<file path="src/rtl/modulator_pkg.sv">
// Shared types for the modulator sweep scheduler.
// SWEEP_BIDIR_EN adds the down-sweep state.
package modulator_pkg;

  localparam int MOD_FW = 24;
  localparam int MOD_CW = 16;

  typedef enum logic [1:0] {
    ST_IDLE     = 2'd0,
    ST_SWEEP    = 2'd1,
    ST_DONE     = 2'd2
`ifdef SWEEP_BIDIR_EN
    , ST_SWEEP_DN = 2'd3
`endif
  } sweep_state_t;

  function automatic logic is_sweep(input sweep_state_t s);
`ifdef SWEEP_BIDIR_EN
    return (s == ST_SWEEP) || (s == ST_SWEEP_DN);
`else
    return (s == ST_SWEEP);
`endif
  endfunction

endpackage

</file>
<file path="src/rtl/modulator_rate_div.sv">
// Clock-enable divider: registered pulse every div_i+1 cycles while enabled.
// clr_i restarts the period with an immediate pulse.
module modulator_rate_div #(
  parameter int CW = 16
) (
  input  logic          clk,
  input  logic          rst_n,
  input  logic          clr_i,
  input  logic          en_i,
  input  logic [CW-1:0] div_i,
  output logic          pulse_o
);

  localparam logic [CW-1:0] ONE_CW = CW'(1);

  logic [CW-1:0] cnt_q, cnt_d;
  logic          pulse_q, pulse_d;

  // Divider next-state: a pulse accompanies every return of the count to zero
  always_comb begin
    cnt_d   = cnt_q;
    pulse_d = 1'b0;
    if (!en_i) begin
      cnt_d = '0;
    end else if (clr_i) begin
      cnt_d   = '0;
      pulse_d = 1'b1;
    end else if (cnt_q >= div_i) begin
      cnt_d   = '0;
      pulse_d = 1'b1;
    end else begin
      cnt_d = cnt_q + ONE_CW;
    end
  end

  // Divider state register
  always_ff @(posedge clk or negedge rst_n) begin
    if (!rst_n) begin
      cnt_q   <= '0;
      pulse_q <= 1'b0;
    end else begin
      cnt_q   <= cnt_d;
      pulse_q <= pulse_d;
    end
  end

  assign pulse_o = pulse_q;

endmodule

</file>
<file path="src/rtl/modulator_sweep_ctrl.sv">
// Linear frequency-sweep scheduler driving the modulator DDS.
// Define SWEEP_BIDIR_EN for the optional up-then-down sweep (adds the bidir port).
module modulator_sweep_ctrl
  import modulator_pkg::*;
#(
  parameter int FW = MOD_FW,
  parameter int CW = MOD_CW
) (
  input  logic          clk,
  input  logic          rst_n,
  input  logic          start,
  input  logic          abort,
  input  logic [FW-1:0] f_start,
  input  logic [FW-1:0] f_step,
  input  logic [CW-1:0] n_steps,
  input  logic [CW-1:0] dwell,
  input  logic [CW-1:0] ce_div,
  input  logic [FW-1:0] phase_in,
`ifdef SWEEP_BIDIR_EN
  input  logic          bidir,
`endif
  output logic          ce_dds,
  output logic [FW-1:0] freqword,
  output logic [FW-1:0] phase_offset,
  output logic [CW-1:0] step_idx,
  output logic          busy,
  output logic          done
);

  localparam logic [CW-1:0] ONE_CW = CW'(1);

  sweep_state_t  state_q, state_d;
  logic [FW-1:0] fstep_q, fstep_d;
  logic [CW-1:0] nsteps_q, nsteps_d;
  logic [CW-1:0] dwell_q, dwell_d;
  logic [CW-1:0] div_q, div_d;
  logic [FW-1:0] freq_q, freq_d;
  logic [FW-1:0] phase_q, phase_d;
  logic [CW-1:0] step_q, step_d;
  logic [CW-1:0] dcnt_q, dcnt_d;
  logic          busy_q, busy_d;
  logic          done_q, done_d;
  logic          start_acc_s;
  logic          tick_s;
`ifdef SWEEP_BIDIR_EN
  logic          bidir_q, bidir_d;
`endif

  // Divider runs only while the next state is a sweep state, so ce_dds drops with the sweep
  modulator_rate_div #(.CW(CW)) u_rate_div (
    .clk     (clk),
    .rst_n   (rst_n),
    .clr_i   (start_acc_s),
    .en_i    (is_sweep(state_d)),
    .div_i   (div_q),
    .pulse_o (tick_s)
  );

  // Sweep sequencing: start latch, dwell/step progression, abort and completion
  always_comb begin
    state_d     = state_q;
    fstep_d     = fstep_q;
    nsteps_d    = nsteps_q;
    dwell_d     = dwell_q;
    div_d       = div_q;
    freq_d      = freq_q;
    phase_d     = phase_q;
    step_d      = step_q;
    dcnt_d      = dcnt_q;
    start_acc_s = 1'b0;
`ifdef SWEEP_BIDIR_EN
    bidir_d     = bidir_q;
`endif
    if (abort) begin
      state_d = ST_IDLE;
    end else begin
      case (state_q)
        ST_IDLE: begin
          if (start) begin
            start_acc_s = 1'b1;
            fstep_d     = f_step;
            nsteps_d    = n_steps;
            dwell_d     = dwell;
            div_d       = ce_div;
            freq_d      = f_start;
            phase_d     = phase_in;
            step_d      = '0;
            dcnt_d      = '0;
`ifdef SWEEP_BIDIR_EN
            bidir_d     = bidir;
`endif
            state_d     = ST_SWEEP;
          end else begin
            state_d = ST_IDLE;
          end
        end
        ST_SWEEP: begin
          if (!tick_s) begin
            state_d = ST_SWEEP;
          end else if (dcnt_q < dwell_q) begin
            dcnt_d = dcnt_q + ONE_CW;
          end else if (step_q == nsteps_q) begin
`ifdef SWEEP_BIDIR_EN
            if (bidir_q && (nsteps_q != '0)) begin
              state_d = ST_SWEEP_DN;
              dcnt_d  = '0;
              step_d  = step_q - ONE_CW;
              freq_d  = freq_q - fstep_q;
            end else begin
              state_d = ST_DONE;
            end
`else
            state_d = ST_DONE;
`endif
          end else begin
            dcnt_d = '0;
            step_d = step_q + ONE_CW;
            freq_d = freq_q + fstep_q;
          end
        end
`ifdef SWEEP_BIDIR_EN
        ST_SWEEP_DN: begin
          if (!tick_s) begin
            state_d = ST_SWEEP_DN;
          end else if (dcnt_q < dwell_q) begin
            dcnt_d = dcnt_q + ONE_CW;
          end else if (step_q == '0) begin
            state_d = ST_DONE;
          end else begin
            dcnt_d = '0;
            step_d = step_q - ONE_CW;
            freq_d = freq_q - fstep_q;
          end
        end
`endif
        ST_DONE: state_d = ST_IDLE;
        default: state_d = ST_IDLE;
      endcase
    end
    busy_d = is_sweep(state_d);
    done_d = (state_d == ST_DONE);
  end

  // State, configuration and output registers
  always_ff @(posedge clk or negedge rst_n) begin
    if (!rst_n) begin
      state_q  <= ST_IDLE;
      fstep_q  <= '0;
      nsteps_q <= '0;
      dwell_q  <= '0;
      div_q    <= '0;
      freq_q   <= '0;
      phase_q  <= '0;
      step_q   <= '0;
      dcnt_q   <= '0;
      busy_q   <= 1'b0;
      done_q   <= 1'b0;
`ifdef SWEEP_BIDIR_EN
      bidir_q  <= 1'b0;
`endif
    end else begin
      state_q  <= state_d;
      fstep_q  <= fstep_d;
      nsteps_q <= nsteps_d;
      dwell_q  <= dwell_d;
      div_q    <= div_d;
      freq_q   <= freq_d;
      phase_q  <= phase_d;
      step_q   <= step_d;
      dcnt_q   <= dcnt_d;
      busy_q   <= busy_d;
      done_q   <= done_d;
`ifdef SWEEP_BIDIR_EN
      bidir_q  <= bidir_d;
`endif
    end
  end

  assign ce_dds       = tick_s;
  assign freqword     = freq_q;
  assign phase_offset = phase_q;
  assign step_idx     = step_q;
  assign busy         = busy_q;
  assign done         = done_q;

endmodule

</file>
<file path="config.mk">
export PLATFORM = sky130hd
export DESIGN_NAME = modulator_sweep_ctrl
export DESIGN_NICKNAME = d
export VERILOG_FILES = /design/src/rtl/modulator_pkg.sv /design/src/rtl/modulator_rate_div.sv /design/src/rtl/modulator_sweep_ctrl.sv
export SDC_FILE = /design/constraint.sdc
export NUM_CORES = 1
export LEC_CHECK = 0
export CAP_MARGIN = 5
export CORE_MARGIN = 5
export CORE_UTILIZATION = 38
export DETAILED_ROUTE_END_ITERATION = 10
export PLACE_DENSITY = 0.6
export SLEW_MARGIN = 20
export SYNTH_ARGS = -nofsm -noshare
export SYNTH_HDL_FRONTEND = slang
export SYNTH_SLANG_ARGS = --single-unit
</file>
<file path="constraint.sdc">
create_clock -name clk -period 8.29 [get_ports clk]
set_input_delay 1.658 -clock clk [delete_from_list [all_inputs] [get_ports clk]]
set_output_delay 1.658 -clock clk [all_outputs]
set_load 0.005 [all_outputs]
</file>
==> results of run 1 <==
[power by group through the flow]
stage | clock (W) | combinational, W | sequential (W)
6_report | 0.000831 | 0.00155 | 0.00119
5_1_grt | 0.000889 | 0.00174 | 0.00122
4_1_cts | 0.000853 | 0.00156 | 0.00120
3_3_place_gp | 0 | 0.00154 | 0.00121
2_1_floorplan | 0 | 0.00106 | 0.00118
3_5_place_dp | 0 | 0.00156 | 0.00121
[cells by family after synthesis]
kind of cell | after synthesis | share of synthesized area [%]
simple gates | 287 | 14.3
compound gates | 209 | 14.1
flops | 173 | 46.6
buf+inv | 81 | 3.48
mux | 65 | 7.88
xor+xnor | 61 | 5.75
fa+ha+maj | 58 | 7.89
[worst paths after layout]
| kind | start | to | depth (start not counted) |
|---|---|---|---|
| worst min-delay path | dcnt_q[15]$_DFFE_PN0P_ | dcnt_q[15]$_DFFE_PN0P_ | 1 |
| worst max-delay path | abort | phase_offset[14]$_DFFE_PN0P_ | 5 |
| min in group asynchronous | rst_n | dwell_q[12]$_DFFE_PN0P_ | 1 |
| worst max register to register | step_idx[2]$_DFFE_PN0P_ | freqword[23]$_DFFE_PN0P_ | 8 |
| max in group asynchronous | rst_n | u_rate_div.pulse_o$_DFF_PN0_ | 2 |
| worst min register to register | dcnt_q[15]$_DFFE_PN0P_ | dcnt_q[15]$_DFFE_PN0P_ | 1 |
[worst reg2reg max path, stage by stage, from the launching register on]
cell and delay (ps):
dfrtp_1 580, xor2_1 230, nor4_1 440, nand4_1 430, a31o_2 370, a21oi_4 550
nor3_1 80, and3_1 200, or4_1 490
[layer usage]
metal,up-vias,wire (um)
li1,3653,-
met1,3565,11100
met2,152,10900
met3,20,1370
met4,0,360
met5,-,0
[sequential cells by signal, indices dropped and copies added (netlist names)]
name,cells
fstep_q,24
step_idx,16
u_rate_div.pulse_o,1
phase_offset,24
freqword,24
dwell_q,16
nsteps_q,16
done,1
u_rate_div.cnt_q,16
dcnt_q,16
div_q,16
busy,1
state_q,2
[synth_stat cells (6+ instances only)]
master      n
dfrtp_1   173
nand2_1    91
nor2_1     83
o21ai_0    77
mux2_2     65
ha_1       57
a21oi_1    47
xor2_1     45
inv_1      42
clkbuf_1   25
nand4_1    24
and3_1     21
nand3_1    19
a21o_1     17
xnor2_1    16
a31oi_1    15
nor3_1     15
a211oi_1   10
buf_2       9
o211ai_1    9
nand2b_1    8
nor4_1      8
and2_1      7
o21a_1      6
[area by class of cell]
cell class                 count  area (um2)
fill                        2240       12100
multi-input combinational    680        4660
sequential                   173        4330
timing repair buffer         198        1960
clock buffer                  17         425
tap                          324         405
clock inverter                14         179
inverter                      42         158
[through the flow]
stage / setup WS [ps] / power [W] / hold slack (ps) / cells
finish: 4120 / 0.00358 / 503 / 1448
global route: 3900 / 0.00385 / 524 / 1448
detailed placement: 3510 / 0.00277 / 478 / 1417
global placement: 3610 / 0.00274 / 481 / 1416
CTS: 3970 / 0.00361 / 508 / 1448
floorplan: 4650 / 0.00224 / 449 / 934
==> flow_metrics.py, run 1 <==
metrics = {
    "detailed_routing": {
        "drt_wl_total_um": 23700,
        "drt_first_iter_violations": 365,
        "via_count": 7390,
        "first_pass_iters": 5,
        "drcViolationCount": 0,
        "wl_per_cell_um": 16.4,
        "detail-route-antenna-nets": 0,
        "vias_per_cell": 5.10,
    },
    "cells_and_area": {
        "layout-drive-gt1-share_pct": 10.3,
        "diodes": 0,
        "fin_util_pct": 50.1,
        "layout_common_cells": "clkdlybuf4s50_1, dfrtp_1, nand2_1",
        "mostFrequentLayoutCell": "clkdlybuf4s50_1",
        "final_nets": 1294,
        "final_cell_area_mm2": 0.0121,
        "synthToLayoutAreaGrowth_pct": 30.5,
    },
    "timing": {
        "fin_crit_sh_pct": 50.3,
        "final_hold_viol_count": 0,
        "min_period_ps": 4170,
        "tightest_slew_ps": 968,
        "finalMaxSlewViolations": 0,
        "setup_tns_ps": 0,
        "fin_skew_ps": 14.1,
        "fmax_mhz": 240,
        "slew_headroom_pct": 35.5,
        "setup_viol": 0,
        "rsz0062_at_grt": "no",
    },
    "cts": {
        "cts_buffer_depth": 2,
        "ctsHtreeMaxLevel": 4,
        "cts.clk_slew.worst_paths_ps": 70,
        "post_cts_buffers": 0,
        "cts.sinks": 173,
        "clkLatencyLatePin_ps": 430,
        "cts-buffers-inserted": 17,
        "cts_tree": "done",
        "ctsHoldBuffers": 0,
        "cts_root_buffer": "clkbuf_16",
        "post_cts_resized": 0,
    },
    "die": {
        "start_util_pct": 38.4,
        "core_mm2": 0.0242,
        "die_x_um": 166,
        "dieArea_mm2": 0.0277,
        "fp.dieH_um": 166,
        "num_io_pins": 191,
        "rows": 57,
    },
    "pwr": {
        "p_int_w": 0.00229,
        "p_leak_nw": 5.32,
        "pwr-share-comb_pct": 43.4,
        "ir_drop_mv": 0.129,
        "switching_share_pct": 35.8,
        "switching_power_w": 0.00128,
        "p_clk_share_pct": 23.2,
        "pwr-share-seq_pct": 33.4,
        "power_density_mw_per_mm2": 295,
    },
    "yosys": {
        "avgSynthCellArea_um2": 9.95,
        "yosysWarnings": 0,
        "synth_seq_area_share_pct": 46.6,
        "synth_flop_cell": "dfrtp_1",
        "synth_nets": 1116,
        "netlist_area_mm2": 0.00929,
        "synthCells": 934,
        "synth_edf_count": 0,
        "yosysTopAreaCell": "dfrtp_1",
        "synth_top_area_share_pct": 46.6,
        "ys_types": 49,
        "synth.area.top_cells": "dfrtp_1, mux2_2, ha_1, xor2_1, o21ai_0",
        "async_flop_share_pct": 100,
        "ys_ff_latch": 173,
    },
    "critical_path": {
        "cp.required_ps": 8610,
        "endpoint_kind": "flop",
        "critical_path_class": "in -> reg",
        "max_stage_delay_ps": 850,
        "critPathBufInv": 3,
        "worstPathCellList": "clkdlybuf4s50_1 -> nor4_2 -> buf_4 -> buf_4 -> mux2_2",
        "arrival_ps": 4490,
        "crit_path_frequent_cell": "buf_4",
        "critPathSlowestCell": "buf_4",
        "crit_path_start_kind": "input port",
        "ff2ff_setup_slack_ps": 4800,
        "critPathMaxFanout": 74,
        "path_delay_family": "buffers and inverters",
    },
    "placed_design": {
        "dpl-instance-area_mm2": 0.0115,
        "portBuffers": 190,
        "globalplace.congestion": 0.818,
        "hpwlAfterDp_um": 17100,
    },
    "global_route": {
        "grt_pass1_vias": 7497,
        "grt_max_degree": 75,
        "grt_use_met2_pct": 27.5,
        "grt_util_met3_pct": 5.12,
        "grt_first_pass_wirelength_um": 39700,
        "grt_overflow_total": 0,
        "grt.busiest_layer": "met2",
        "met1_usage_pct": 23.5,
        "antenna_found_initial": 0,
        "gr-usage-all-layers_pct": 17.3,
    },
    "min_path": {
        "hp-class": "reg -> reg",
    },
    "run_status": {
        "status": "complete, no violations",
    },
    "job": {
        "drv_cap": 0,
    },
}
Power figures use the tool's default switching activity.
==> inputs of run 2 (changes only) <==
Settings changed: PLACE_DENSITY 0.6 to 0.63.
Clock period 8.29 ns to 3.4 ns, I/O delays scaled along.
==> flow_metrics.py, run 2 (synthesis gave the netlist of run 1 again) <==
metrics = {
    "run_status": {
        "status": "complete, no violations",
    },
    "critical_path": {
        "crit_start": "dcnt_q[6]$_DFFE_PN0P_",
        "critPathMaxFanout": 15,
        "critPathSlowestCell": "nand2_1",
        "worstPathCellList": "ha_1 -> a21o_1 -> a221oi_1 -> nor3_1 -> a211oi_1 -> buf_4 -> a211oi_1 -> o31ai_2 -> nand2_1 -> nor2_1",
        "crit_path_frequent_cell": "a211oi_1",
        "cp.required_ps": 3750,
        "max_stage_delay_ps": 440,
        "critical_path_class": "reg -> reg",
        "rr_startpoint": "dcnt_q[6]$_DFFE_PN0P_",
        "arrival_ps": 3350,
        "crit_path_start_kind": "flop",
        "endpoint_kind": "flop",
    },
    "min_path": {
        "hp-class": "in -> async",
    },
    "cells_and_area": {
        "layout-drive-gt1-share_pct": 11.3,
        "layout_common_cells": "clkdlybuf4s50_1, dfrtp_1, nand2_1",
        "fin_cells": 1462,
        "n_fill_cell": 2228,
        "synthToLayoutAreaGrowth_pct": 32.2,
        "mostFrequentLayoutCell": "clkdlybuf4s50_1",
        "diodes": 0,
        "final_nets": 1307,
    },
    "global_route": {
        "gr-usage-all-layers_pct": 17.5,
        "antenna_found_initial": 1,
        "grt_max_degree": 142,
        "grt_first_pass_wirelength_um": 40000,
        "grt_overflow_total": 0,
        "grt_pass1_vias": 7538,
    },
    "detailed_routing": {
        "wl_per_cell_um": 16.5,
        "first_pass_iters": 5,
        "drcViolationCount": 0,
        "detail-route-antenna-nets": 0,
        "vias_per_cell": 5.06,
        "via_count": 7401,
        "drt_wl_total_um": 24100,
        "drt_first_iter_violations": 355,
    },
    "cts": {
        "cts.sinks": 173,
        "clkLatencyLatePin_ps": 430,
        "ctsHtreeMaxLevel": 4,
        "cts_buffer_depth": 2,
        "post_cts_resized": 0,
        "cts_root_buffer": "clkbuf_16",
        "cts_tree": "done",
        "cts-buffers-inserted": 17,
        "ctsHoldBuffers": 0,
        "cts.clk_slew.worst_paths_ps": 70,
        "post_cts_buffers": 0,
    },
    "placed_design": {
        "globalplace.congestion": 0.902,
        "hpwlAfterDp_um": 17700,
        "place_inst": 1429,
        "post-place-ws_ps": 413,
        "portBuffers": 190,
    },
    "job": {
        "drv_cap": 0,
    },
    "die": {
        "start_util_pct": 38.4,
        "rows": 57,
        "num_io_pins": 191,
        "die_x_um": 166,
        "fp.dieH_um": 166,
        "dieArea_mm2": 0.0277,
        "core_mm2": 0.0242,
    },
    "timing": {
        "slew_headroom_pct": 52.0,
        "fin_crit_sh_pct": 88.3,
        "tightest_slew_ps": 720,
        "setup_tns_ps": 0,
        "fin_skew_ps": 14.9,
        "holdWs_ps": 288,
        "setup_viol": 0,
        "finalMaxSlewViolations": 0,
        "min_period_ps": 3000,
        "setup_ws_ps": 398,
        "rsz0062_at_grt": "no",
        "final_hold_viol_count": 0,
        "fmax_mhz": 333,
    },
    "pwr": {
        "p_leak_nw": 5.42,
        "ir_drop_mv": 0.336,
        "power_density_mw_per_mm2": 725,
    },
}
[run 2: cell count changes in the layout (fill, tap and decap cells not counted), moves of 2 or more]
cell / before / now
buf_4: 8 / 18
inv_8: 4 / 1
buf_12: 0 / 2
bufinv_16: 2 / 4
clkbuf_8: 0 / 2
clkinv_4: 1 / 3
clkinvlp_4: 3 / 1
[run 2: worst paths after layout]
kind / to / slack (ps) / depth (start not counted)
worst max-delay path: u_rate_div.cnt_q[8]$_DFF_PN0_ / 400 / 10
worst min-delay path: dwell_q[12]$_DFFE_PN0P_ / 290 / 1
worst max register to register: u_rate_div.cnt_q[8]$_DFF_PN0_ / 400 / 10
worst min register to register: phase_offset[0]$_DFFE_PN0P_ / 510 / 1
max in group asynchronous: div_q[14]$_DFFE_PN0P_ / 2330 / 2
min in group clk: phase_offset[0]$_DFFE_PN0P_ / 510 / 1
[run 2: stage by stage]
stage,utilization [%],instance area [um2],total power (W)
after floorplan,-,9290,0.00546
after global placement,48.1,11600,0.00671
after detailed placement,48.1,11600,0.00676
after CTS,50.8,12300,0.00896
after global routing,50.8,12300,0.00955
final,50.8,12300,0.00890
[run 2: critical path: cells and delay by family, from the launching register on]
kind	cells	cell delay, ps
flops	1	430
simple gates	3	760
compound gates	5	1250
fa+ha+maj	1	310
buf+inv	1	180
[run 2: layout make-up]
type	instances	area, um2	area share, %
tap	324	405	3.30
clock inverter	13	200	1.63
sequential	173	4330	35.3
inverter	42	158	1.28
timing repair buffer	211	2090	17.0
clock buffer	19	453	3.69
multi-input combinational	680	4650	37.8
[run 2: metal layers]
metal / track usage, % / share of wire, %
met1: 24.3 / 48
met2: 28.1 / 46
met3: 4.40 / 5.1
met4: 3.77 / 1.1
met5: 0 / 0.050
[run 2: power breakdown]
part           switching (W)  leakage (nW)  internal, W
Combinational        0.00190          2.95      0.00192
Sequential          0.000312          2.15      0.00258
Clock               0.000892         0.317      0.00129
Total                0.00311          5.42      0.00579
